$ cat src/rtl/seg7_scan.sv
// Eight-digit multiplexed hex display driver: one digit is lit at a time and
// held for SCAN_DIV clocks. Anode and segment outputs are registered.
module seg7_scan #(
  parameter int SCAN_DIV = 50000
) (
  input  logic        clk_in,
  input  logic        rst_n,
  input  logic [31:0] data,
  input  logic        load,
  input  logic        en,
  input  logic        blank_lz,
  output logic [7:0]  an,
  output logic [6:0]  seg,
  output logic        dp,
  output logic        frame_done
);

  localparam int            PW        = $clog2(SCAN_DIV);
  localparam logic [PW-1:0] PRESC_MAX = PW'(SCAN_DIV - 1);

  logic [PW-1:0] presc;
  logic [2:0]    idx;
  logic [31:0]   shadow;
  logic          wrap;
  logic          blank;
  logic [3:0]    nib;
  logic [7:0]    an_nxt;
  logic [6:0]    seg_nxt;

  function automatic logic [6:0] hex_decode(input logic [3:0] v);
    logic [6:0] s;
    case (v)
      4'h0:    s = 7'h40;
      4'h1:    s = 7'h79;
      4'h2:    s = 7'h24;
      4'h3:    s = 7'h30;
      4'h4:    s = 7'h19;
      4'h5:    s = 7'h12;
      4'h6:    s = 7'h02;
      4'h7:    s = 7'h78;
      4'h8:    s = 7'h00;
      4'h9:    s = 7'h10;
      4'hA:    s = 7'h08;
      4'hB:    s = 7'h03;
      4'hC:    s = 7'h46;
      4'hD:    s = 7'h21;
      4'hE:    s = 7'h06;
      default: s = 7'h0E;
    endcase
    return s;
  endfunction

  assign wrap = (presc == PRESC_MAX);
  assign dp   = 1'b1;

  always_ff @(posedge clk_in or negedge rst_n) begin
    if (!rst_n) begin
      presc      <= '0;
      idx        <= '0;
      shadow     <= '0;
      frame_done <= 1'b0;
      an         <= 8'hFF;
      seg        <= 7'h7F;
    end else begin
      presc      <= wrap ? '0 : presc + PW'(1);
      if (wrap) idx <= idx + 3'd1;
      if (load) shadow <= data;
      frame_done <= wrap && (idx == 3'd7);
      an         <= an_nxt;
      seg        <= seg_nxt;
    end
  end

  // A digit is blanked only if it and every digit to its left are zero.
  always_comb begin
    nib     = shadow[{idx, 2'b00} +: 4];
    blank   = blank_lz && (idx != 3'd0) && ((shadow >> {idx, 2'b00}) == 32'd0);
    an_nxt  = 8'hFF;
    seg_nxt = 7'h7F;
    if (en && !blank) begin
      an_nxt  = ~(8'h01 << idx);
      seg_nxt = hex_decode(nib);
    end
  end

endmodule

$ cat config.mk
export PLATFORM = sky130hd
export DESIGN_NAME = seg7_scan
export DESIGN_NICKNAME = d
export VERILOG_FILES = /design/src/rtl/seg7_scan.sv
export SDC_FILE = /design/constraint.sdc
export NUM_CORES = 1
export LEC_CHECK = 0
export CORE_MARGIN = 1
export CORE_UTILIZATION = 47
export DETAILED_ROUTE_END_ITERATION = 6
export GPL_TIMING_DRIVEN = 0
export PLACE_DENSITY = 0.8
export SYNTH_ARGS = -nofsm -noshare
export SYNTH_HDL_FRONTEND = slang
export SYNTH_SLANG_ARGS = --single-unit
export TNS_END_PERCENT = 20
$ cat constraint.sdc
create_clock -name clk_in -period 3.9 [get_ports clk_in]
set_input_delay 0.78 -clock clk_in [delete_from_list [all_inputs] [get_ports clk_in]]
set_output_delay 0.78 -clock clk_in [all_outputs]
set_load 0.01 [all_outputs]
## After elaboration in Yosys (flattened, before gate mapping)

Memories as Yosys holds them, arrays and structs flattened.
Cells that the tools add are included.

- Memories kept: 1
- Logic and storage cells: 25
- Bits in read-only memories: 112
- Register bits: 67

- Multiplexer cells: 3
- Reduce and logical (&&, ||, !) cells: 7
- Equal/unequal tests: 2
- Bitwise logic cells: 1
- $add $sub $neg: 2
- Shift-type cells: 3

Memory list:

| memory | depth | width | rd ports | clocked after memory_dff | wr ports | line | source |
|---|---|---|---|---|---|---|---|
| (no name shown) | 16 | 7 | 1 | 0 | 0 | 32 | `case (v)` |

Operators by type and width:

| cell | count |
|---|---|
| $logic_not A32 Y1 | 1 |
| $shiftx A32 B6 Y4 | 1 |
| $shr A32 B5 Y32 | 1 |
| $add A16 B1 Y16 const B | 1 |
| $eq A16 B16 Y1 const B | 1 |
| $mux W16 | 1 |
| $mux W8 | 1 |
| $not A8 Y8 | 1 |
| $shl A1 B3 Y8 const A | 1 |
| $mux W7 | 1 |
| $logic_and A1 B1 Y1 | 4 |
| $add A3 B1 Y3 const B | 1 |
| $eq A3 B3 Y1 const B | 1 |
| $reduce_bool A3 Y1 | 1 |
| $logic_not A1 Y1 | 1 |

## Depth between registers and ports, before layout

Gate-level depths: netlist (run 1).

- Word-level depth: 6
- Depth in mapped cells: 13

## Least setup slack after synthesis (run 1)

OpenSTA, ideal clock, no wires.

- Path kind: register to register
- From: register idx[0]
- To: register seg[1]
- Cell stages (with the launch flop): 14
- Data arrival time: 2,812 ps
- Path slack: 1,007 ps
- Setup time: 81 ps
- Period minus slack after synthesis: 2,893 ps
- Buffers on the path: 3
- Cells stage by stage: dfrtp_1 buf_6 clkbuf_1 mux4_2 nand2_1 nand2_1 inv_1 ha_1 o211ai_1 a31o_2 o31a_1 a21o_1 buf_6 o221ai_2

- Longest elaborated chain between the ends: 6
- Elaborated cells on any way between the ends: 10
- Classes of those cells: shift (2); mux (1); reduce/logical (6); memory (1)

Ends and longest elaborated chain:

| what | line | source |
|---|---|---|
| from (decl) | 22 | `logic [2:0] idx;` |
| from (signal assigned) | 66 | `if (wrap) idx <= idx + 3'd1;` |
| parallel branches: the longest is 5 deep, another holds $mem_v2 Z16 W7 | -- |  |
| $mux W7 (*) | 80 | `if (en && !blank) begin` |
| named net seg_nxt[1] | 28 | `logic [6:0] seg_nxt;` |
| to (signal assigned) | 70 | `seg <= seg_nxt;` |
| to (decl) | 13 | `output logic [6:0] seg,` |

Mark *: on every way through the listed nets, which the timed path passes.
A chain may end at the register's enable or synchronous reset.

## Final worst setup path (run 1)

- From: register idx[0]
- To: register seg[5]

Same word-level chain as after synthesis.

==> results of run 1 <==
-- path summary, 6_finish.rpt --
path                                      from                endpoint  slack (ps)  cells after the start
max                         idx[0]$_DFFE_PN0N_        seg[5]$_DFF_PN1_         570                     13
min                        presc[13]$_DFF_PN0_     presc[13]$_DFF_PN0_         490                      1
max reg2reg                 idx[0]$_DFFE_PN0N_        seg[5]$_DFF_PN1_         570                     13
min reg2reg                presc[13]$_DFF_PN0_     presc[13]$_DFF_PN0_         490                      1
max in group asynchronous                rst_n  shadow[15]$_DFFE_PN0P_        2840                      1
min in group asynchronous                rst_n      presc[9]$_DFF_PN0_         530                      1
-- where the power goes --
group          leakage (uW)  total, uW  internal [uW]  switching (uW)
logic              0.000816        224            126            98.1
registers          0.000797        786            750            36.3
clock network     0.0000971        549            293             256
total               0.00171       1560           1170             390
-- state kept, by name, summed over array words and instances (netlist names) --
register / count
an: 8
frame_done: 1
idx: 3
presc: 16
seg: 7
shadow: 32
-- per-layer routing --
metal / up-vias / GRT usage [%]
met5: - / 0
met3: 8 / 5.43
met4: 0 / 6.67
met2: 77 / 31.5
met1: 1175 / 27.2
li1: 1122 / -
-- layout make-up --
cell class	count	share of cell area, %
flip-flops and latches	67	40.6
plain buffers	14	1.77
repair buffers	51	12.2
well taps	96	2.88
clock buffers	11	3.14
clock inverters	5	1.29
inverters	7	0.629
multi-input cells	190	37.6
-- cells in the final DEF (no fill, tap or decap), types with 3 or more instances in the layout --
| cell type | instances |
|---|---|
| dfstp_2 | 15 |
| nand3_1 | 12 |
| ha_1 | 13 |
| o211ai_1 | 4 |
| dfrtp_1 | 52 |
| o221ai_2 | 3 |
| mux4_2 | 8 |
| clkbuf_8 | 9 |
| clkdlybuf4s50_1 | 50 |
| clkinv_2 | 3 |
| nor3_1 | 3 |
| nand2_1 | 23 |
| mux2i_1 | 5 |
| a21oi_1 | 4 |
| mux2_2 | 33 |
| buf_1 | 4 |
| nor2_1 | 22 |
| xnor2_1 | 5 |
| and3_1 | 4 |
| xor2_1 | 10 |
| inv_1 | 5 |
| nor4_1 | 9 |
| clkbuf_1 | 7 |
-- kinds of logic (layout without fill, tap and decap cells) --
logic type,after synthesis,count (layout),synth area share (%)
flops,67,67,50.4
fa+ha+maj,13,13,4.83
simple gates,85,85,12.2
buf+inv,21,88,2.97
other cells,1,1,0.111
xor+xnor,15,15,3.90
compound gates,29,29,6.99
mux,47,47,18.6
-- critical path, delay by kind of cell (launching register included) --
| kind | cells | cell delay, ps |
|---|---|---|
| flip-flops | 1 | 400 |
| adder cells (fa/ha/maj) | 1 | 220 |
| buffers and inverters | 4 | 900 |
| multiplexers | 1 | 560 |
| AND/OR/NAND/NOR | 2 | 260 |
| AO/OA/AOI/OAI | 5 | 880 |
-- per-stage QoR --
step	std cells	setup TNS (ps)	utilization (%)	setup slack (ps)	total power, uW
after CTS	441	0	60.8	580	1570
after global placement	425	-832	58.2	-19.9	1010
final	441	0	60.8	573	1560
after global routing	441	0	60.8	311	1630
after detailed placement	425	0	58.1	633	1020
after floorplan	278	0	-	1010	914
==> impl_metrics.toml, run 1 <==
[cells_and_area]
antenna_cells = 0
num-fill-cells = 558
register_area_um2 = 1700
post_route_cells_drive_above_1_share_pct = 25.2
syn_to_final_growth_pct = 24.2
nets = 390
multi_input_comb_area_um2 = 1570
post-route-cell-area_um2 = 4180

[critical_path]
crit_chain = "buf_6 -> clkbuf_1 -> mux4_2 -> nand2_1 -> nand2_1 -> inv_1 -> ha_1 -> o211ai_1 -> a31o_2 -> o31a_1 -> a21o_1 -> buf_6 -> o221ai_2"
setup.worst_path.start_class = "flip-flop"
critical_path.slowest_cell = "mux4_2"
critical_path.max_fanout = 10
cp-end-kind = "flip-flop"
worst_ep_arrival_time_ps = 3580
timing.critical_path.slowest_cell_delay_ps = 560
critPathRequiredTime_ps = 4150
setup.worst_path.class = "reg2reg"

[timing]
slew_headroom_pct = 45.9
period_share_pct = 85.3
timing.final.crit_period_ps = 3330
fmaxAchievable_ghz = 0.301
timing_max_transition_violations_final = 0
rsz0062_at_grt = "false"
worst_hold_slack_ps = 490
worst-slew-pin-transition_ps = 812
report.final.hold_viol_count = 0
fin_worst_skew_ps = 8.64
report.final.setup_viol = 0

[logic_synthesis]
cell_count_after_synthesis = 278
flip_flop_and_latch_count_after_synthesis = 67
synthMostInstantiatedCell = "dfrtp_1"
async_flop_share_pct = 100
synthDominantAreaCellType = "dfrtp_1"
syn_area_um2 = 3360
ys.warnings.count = 0
ys_dominant_reg_cell = "dfrtp_1"
post_synth.cell_area_avg_um2 = 12.1
synth_fp_nets = 328
post_synth_edffs = 0
synth_sequential_area_ratio_pct = 50.4
post-synth-top-area-fraction_pct = 38.7
synth_cell_type_count = 49
yosys-top-cells-count = "52 x dfrtp_1, 33 x mux2_2, 23 x nand2_1"
synth.top_cells.by_area = "dfrtp_1 39%, dfstp_2 12%, mux2_2 11%"

[clocking]
setup_buffers_after_cts = 0
numClockSinks = 67
htreeDepth = 3
clk_transition_reported_paths_ps = 70
cts_buffers = 9
post_cts.resized_instances = 0
cts_tree = "yes"
clock_latency_ps = 340
cts-root-buf = "clkbuf_8"
cts-root-to-sink-buffers = 2
hold_buffers = 0

[global_routing]
grt_start_max_net_pins = 68
grt_pass1_vias = 2362
number_of_antenna_violations_at_the_first_check_in_global_routing = 0
grt_first_pass_wirelength_um = 11400
grt-ovfl-total = 0
grtUsageTotal_pct = 20.1

[routing]
drc = 0
met2RoutedLength_um = 3260
routed_vias = 2382
dr_wl_met3_um = 269
routedWlPerCell_um = 15.3
highest-signal-layer = "met4"
drt-met1-wl_um = 3120
post_dr_vias_cell = 5.40
drtAntennaViolNets = 0
firstDrtPassIters = 5
detail_route.iter0.violations = 154
routed_wl_um = 6740

[floorplan]
coreArea_um2 = 6870
core.rowCount = 30
initial_utilization_pct = 49.0
die_area_um2 = 7500
die_y_um = 86.6
io_pins = 54
die_w_um = 86.6

[place]
hpwlAfterDp_um = 4950
numPortBuffers = 51
placement_cell_area_um2 = 3990
gp_routability_congestion = 0.919

[status]
run_status = "complete, no violations"

[power_and_ir_drop]
max-vdd-ir-drop_mv = 0.214
p_per_area_nw_per_um2 = 373
leakagePower_uw = 0.00171

[flow_run]
cap_viol_max_count = 0

[hold_path]
worstHoldPathType = "reg2reg"
Power figures use the tool's default switching activity.
==> run 2: changes to the inputs <==
--- a/config.mk
+++ b/config.mk
@@ -10,6 +10,7 @@
 export DETAILED_ROUTE_END_ITERATION = 6
 export GPL_TIMING_DRIVEN = 0
 export PLACE_DENSITY = 0.8
+export SLEW_MARGIN = 20
 export SYNTH_ARGS = -nofsm -noshare
 export SYNTH_HDL_FRONTEND = slang
 export SYNTH_SLANG_ARGS = --single-unit
==> run 2 against run 1 <==
Power is 5.2% higher. Largest power group unchanged. Clock power grew 15%. Fmax up 1.5%. First-iteration DRC count grew 5.8%. Cell count up 0.23%. Register-to-register slack improved by 50 ps. Setup slack better by 49 ps. Utilization up 0.78 points. Sequential power about the same. Sequential cell count is the same. Worst hold slack worse by 110 ps. Count of clock-buffer cells in the layout rose by 1.
==> impl_metrics.toml, run 2 (synthesis gave the netlist of run 1 again) <==
[status]
run_status = "complete, no violations"

[routing]
post_dr_vias_cell = 5.37
routedWlPerCell_um = 15.0
firstDrtPassIters = 4
routed_wl_um = 6630
drc = 0
drtAntennaViolNets = 0
detail_route.iter0.violations = 163
routed_vias = 2374

[floorplan]
die_y_um = 86.6
io_pins = 54
die_w_um = 86.6
coreArea_um2 = 6870
initial_utilization_pct = 49.0
die_area_um2 = 7500
core.rowCount = 30

[critical_path]
setup.worst_path.class = "reg2reg"
critical_path.slowest_cell = "mux4_2"
setup.worst_path.start_class = "flip-flop"
worst_ep_arrival_time_ps = 3530
timing.critical_path.slowest_cell_delay_ps = 560
critPathRequiredTime_ps = 4150
cp-end-kind = "flip-flop"
critical_path.max_fanout = 10
crit_chain = "buf_6 -> clkbuf_1 -> mux4_2 -> nand2_1 -> nand2_1 -> inv_1 -> ha_1 -> o211ai_1 -> a31o_2 -> o31a_1 -> a21o_1 -> buf_6 -> o221ai_2"

[clocking]
post_cts.resized_instances = 0
htreeDepth = 3
cts-root-buf = "clkbuf_8"
cts_tree = "yes"
setup_buffers_after_cts = 0
cts_buffers = 9
cts-root-to-sink-buffers = 2
clk_transition_reported_paths_ps = 70
hold_buffers = 0
numClockSinks = 67
clock_latency_ps = 330

[place]
numPortBuffers = 51
gp_routability_congestion = 0.919
hpwlAfterDp_um = 5030

[cells_and_area]
utilization_pct = 61.6
post_route_cells_drive_above_1_share_pct = 25.4
nets = 391
final_cell_mix = "52 x dfrtp_1, 50 x clkdlybuf4s50_1, 33 x mux2_2"
antenna_cells = 0
reg_top3 = "shadow x32, presc x16, an x8"
num-fill-cells = 556
layout.cells.most_common = "dfrtp_1"
syn_to_final_growth_pct = 25.8
registers.top_by_ff_count = "shadow"
largest_reg_flops = 32

[timing]
slew_headroom_pct = 60.0
setup_total_negative_slack_ps = 0
report.final.setup_viol = 0
report.final.hold_viol_count = 0
worst-slew-pin-transition_ps = 595
fin_worst_skew_ps = 6.13
fmaxAchievable_ghz = 0.305
rsz0062_at_grt = "false"
timing_max_transition_violations_final = 0
period_share_pct = 84.0
timing.final.crit_period_ps = 3280

[global_routing]
grtUsageTotal_pct = 19.7
grt-ovfl-total = 0
grt_start_max_net_pins = 36
grt_first_pass_wirelength_um = 11200
number_of_antenna_violations_at_the_first_check_in_global_routing = 0
grt_pass1_vias = 2350

[flow_run]
cap_viol_max_count = 0

[power_and_ir_drop]
power.sequential.fraction_pct = 47.8
total_switching_power_uw = 385
power.share.clock_pct = 38.5
leakagePower_uw = 0.00173
internal_power_uw = 1260
swShare_pct = 23.5
comb_power_share_pct = 13.7
p_per_area_nw_per_um2 = 388
max-vdd-ir-drop_mv = 0.212

[hold_path]
worstHoldPathType = "in2async"
==> run 2: final cells by class <==
class,count,area (um2),area share [%]
clock inverters,4,73.8,1.74
flip-flops and latches,67,1700,40.1
repair buffers,52,528,12.5
clock buffers,12,145,3.43
inverters,7,26.3,0.621
plain buffers,14,73.8,1.74
well taps,96,120,2.84
multi-input cells,190,1570,37.1
==> run 2: routing by layer <==
metal / routed length, um / up-vias / GRT usage [%]
met5: 0 / - / 0
met4: 102 / 0 / 6.21
met3: 288 / 9 / 5.24
met2: 3150 / 78 / 30.4
met1: 3090 / 1166 / 27.4
li1: - / 1121 / -
==> run 2: path summary, 6_finish.rpt <==
path | start | to | slack [ps] | depth (start not counted)
max in group asynchronous | rst_n | shadow[14]$_DFFE_PN0P_ | 3000 | 2
min | rst_n | presc[9]$_DFF_PN0_ | 380 | 1
min reg2reg | presc[13]$_DFF_PN0_ | presc[13]$_DFF_PN0_ | 490 | 1
min in group clk_in | presc[13]$_DFF_PN0_ | presc[13]$_DFF_PN0_ | 490 | 1
max reg2reg | idx[0]$_DFFE_PN0N_ | seg[6]$_DFF_PN1_ | 620 | 13
max | idx[0]$_DFFE_PN0N_ | seg[6]$_DFF_PN1_ | 620 | 13
==> run 2: power by group through the flow <==
| stage | Sequential [uW] | Combinational, uW | Clock, uW |
|---|---|---|---|
| 6_report | 785 | 225 | 632 |
| 5_1_grt | 790 | 246 | 681 |
| 4_1_cts | 784 | 226 | 646 |
| 3_5_place_dp | 797 | 225 | 0 |
| 3_3_place_gp | 795 | 218 | 0 |
| 2_1_floorplan | 792 | 122 | 0 |
==> run 2: critical path: cells and delay by family (launching register included) <==
kind	cells	cell delay (ps)
compound gates	5	880
fa+ha+maj	1	210
buf+inv	4	880
flops	1	400
mux	1	560
simple gates	2	250
==> run 2: per-stage QoR <==
stage	worst slack (ps)	instance area, um2	instances	hold slack [ps]	power, uW
6_report	622	4230	442	383	1640
3_3_place_gp	-19.9	4000	425	473	1010
4_1_cts	601	4230	442	386	1660
5_1_grt	393	4230	442	395	1720
3_5_place_dp	643	4010	426	484	1020
2_1_floorplan	1010	3360	278	455	914
==> run 3: changes to the inputs <==
==> constraint.sdc (replaced) <==
create_clock -name clk_in -period 3.3 [get_ports clk_in]
set_input_delay 0.66 -clock clk_in [delete_from_list [all_inputs] [get_ports clk_in]]
set_output_delay 0.66 -clock clk_in [all_outputs]
set_load 0.01 [all_outputs]
==> run 3 against run 2 <==
Fmax up 6.9%. Power up 18%. Die area unchanged. Register-to-register slack worse by 390 ps. Sequential cell count unchanged. Critical path type unchanged.
==> impl_metrics.toml, run 3 (synthesis gave the netlist of run 1 again) <==
[clocking]
numClockSinks = 67
cts_tree = "yes"
cts_buffers = 9
clk_transition_reported_paths_ps = 70
setup_buffers_after_cts = 0
clock_latency_ps = 330
cts-root-to-sink-buffers = 2
post_cts.resized_instances = 0
hold_buffers = 0
htreeDepth = 3
cts-root-buf = "clkbuf_8"

[critical_path]
timing.rr.start = "idx[1]$_DFFE_PN0N_"
critical_path.top_delay_family = "compound AO/OA/AOI/OAI gates"
critical_path.reg2reg.endpoint = "seg[6]$_DFF_PN1_"
reg2reg_slack_ps = 230
critical_path.max_fanout = 10
cp-end-kind = "flip-flop"
critical_path.slowest_cell = "dfrtp_1"
worst_r2r_path_depth = 12
critPathRequiredTime_ps = 3550
setup.worst_path.start_class = "flip-flop"
setup.worst_path.class = "reg2reg"
worst_setup_path_startpoint = "idx[1]$_DFFE_PN0N_"
crit_chain = "buf_2 -> clkbuf_2 -> mux4_2 -> mux2_2 -> inv_1 -> ha_1 -> o211ai_1 -> a31o_2 -> o31a_1 -> a21o_1 -> buf_6 -> o221ai_2"
timing.critical_path.slowest_cell_delay_ps = 370
worst_ep_arrival_time_ps = 3320
path_buf_inv = 4

[floorplan]
die_w_um = 86.6
core.rowCount = 30
die_y_um = 86.6
initial_utilization_pct = 49.0
io_pins = 54
coreArea_um2 = 6870
die_area_um2 = 7500

[power_and_ir_drop]
leakagePower_uw = 0.00174
p_total_uw = 1940
p_per_area_nw_per_um2 = 458
total_switching_power_uw = 455
swShare_pct = 23.5
power.sequential.fraction_pct = 47.8
comb_power_share_pct = 13.7
internal_power_uw = 1480
max-vdd-ir-drop_mv = 0.249
power.share.clock_pct = 38.5

[timing]
worst-slew-pin-transition_ps = 595
report.final.setup_viol = 0
final_critical_path_setup_slack_ps = 233
report.final.hold_viol_count = 0
rsz0062_at_grt = "false"
slew_headroom_pct = 60.0
fin_worst_skew_ps = 7.06
setup_total_negative_slack_ps = 0
fmaxAchievable_ghz = 0.326
timing.final.crit_period_ps = 3070
period_share_pct = 92.9
timing_max_transition_violations_final = 0

[routing]
drc = 0
drtAntennaViolNets = 0
routedWlPerCell_um = 15.0
routed_vias = 2373
detail_route.iter0.violations = 134
post_dr_vias_cell = 5.37
routed_wl_um = 6650
firstDrtPassIters = 4

[cells_and_area]
num-fill-cells = 559
post-route-cell-area_um2 = 4240
utilization_pct = 61.7
post_route_cells_drive_above_1_share_pct = 26.0
final_cell_mix = "52 x dfrtp_1, 50 x clkdlybuf4s50_1, 33 x mux2_2"
layout.cells.most_common = "dfrtp_1"
antenna_cells = 0
register_area_um2 = 1700
reg_top3 = "shadow x32, presc x16, an x8"
nets = 391
largest_reg_flops = 32
registers.top_by_ff_count = "shadow"
syn_to_final_growth_pct = 25.9
multi_input_comb_area_um2 = 1570

[global_routing]
number_of_antenna_violations_at_the_first_check_in_global_routing = 0
grt_first_pass_wirelength_um = 11200
grt_start_max_net_pins = 36
use_met1_pct = 27.4
grt-ovfl-total = 0
grt_pass1_vias = 2350
grtUsageTotal_pct = 19.7
grtUsageMet3_pct = 5.24
use_met2_pct = 30.4
grt.busiest_layer = "met2"

[status]
run_status = "complete, no violations"

[place]
placement.setup.worst_slack_ps = 43.3
hpwlAfterDp_um = 5030
numPortBuffers = 51
gp_routability_congestion = 0.919
placement_cell_area_um2 = 4010

[flow_run]
cap_viol_max_count = 0

[hold_path]
worstHoldPathType = "in2async"
-- run 3: cell types whose count changed in the layout (fill, tap and decap cells not counted), sizes merged --
cell and change:
buf -1, clkbuf +1
-- run 3: area by class of cell --
class | instances | share of cell area (%)
sequential | 67 | 40.0
multi-input combinational | 190 | 37.0
timing repair buffer | 52 | 12.5
clock buffer | 12 | 3.43
tap | 96 | 2.84
buffer | 14 | 1.86
clock inverter | 4 | 1.74
inverter | 7 | 0.620
-- run 3: worst max-delay path by stage --
stage | endpoint | slack [ps] | depth (start not counted)
after CTS | seg[5]$_DFF_PN1_ | 0.9 | 13
after global placement | shadow[14]$_DFFE_PN0P_ | -500 | 1
after floorplan | seg[1]$_DFF_PN1_ | 410 | 13
after global routing | seg[5]$_DFF_PN1_ | 40 | 13
final | seg[6]$_DFF_PN1_ | 230 | 12
after detailed placement | seg[5]$_DFF_PN1_ | 40 | 13
-- run 3: worst reg2reg max path, stage by stage (launching register included) --
cell and delay (ps):
dfrtp_1 370, buf_2 250, clkbuf_2 280, mux4_2 330, mux2_2 340, inv_1 170, ha_1 230, o211ai_1 100
a31o_2 220, o31a_1 300, a21o_1 180, buf_6 150, o221ai_2 60
-- run 3: power by group through the flow --
stage          sequential, uW  combinational (uW)  clock [uW]
2_1_floorplan             936                 144           0
3_3_place_gp              940                 257           0
3_5_place_dp              942                 266           0
4_1_cts                   927                 268         763
5_1_grt                   934                 291         805
6_report                  928                 266         746
-- run 3: routing by layer --
layer  up-vias  routed length, um  part of all wire (%)
li1       1124                  -                     -
met1      1164               3120                    47
met2        76               3160                    47
met3         9                264                   4.0
met4         0                101                   1.5
met5         -                  0                     0
-- run 3: metrics by stage --
step,std cells,hold slack [ps]
after floorplan,278,364
after global placement,425,473
after detailed placement,426,484
after CTS,442,266
after global routing,442,275
final,442,261
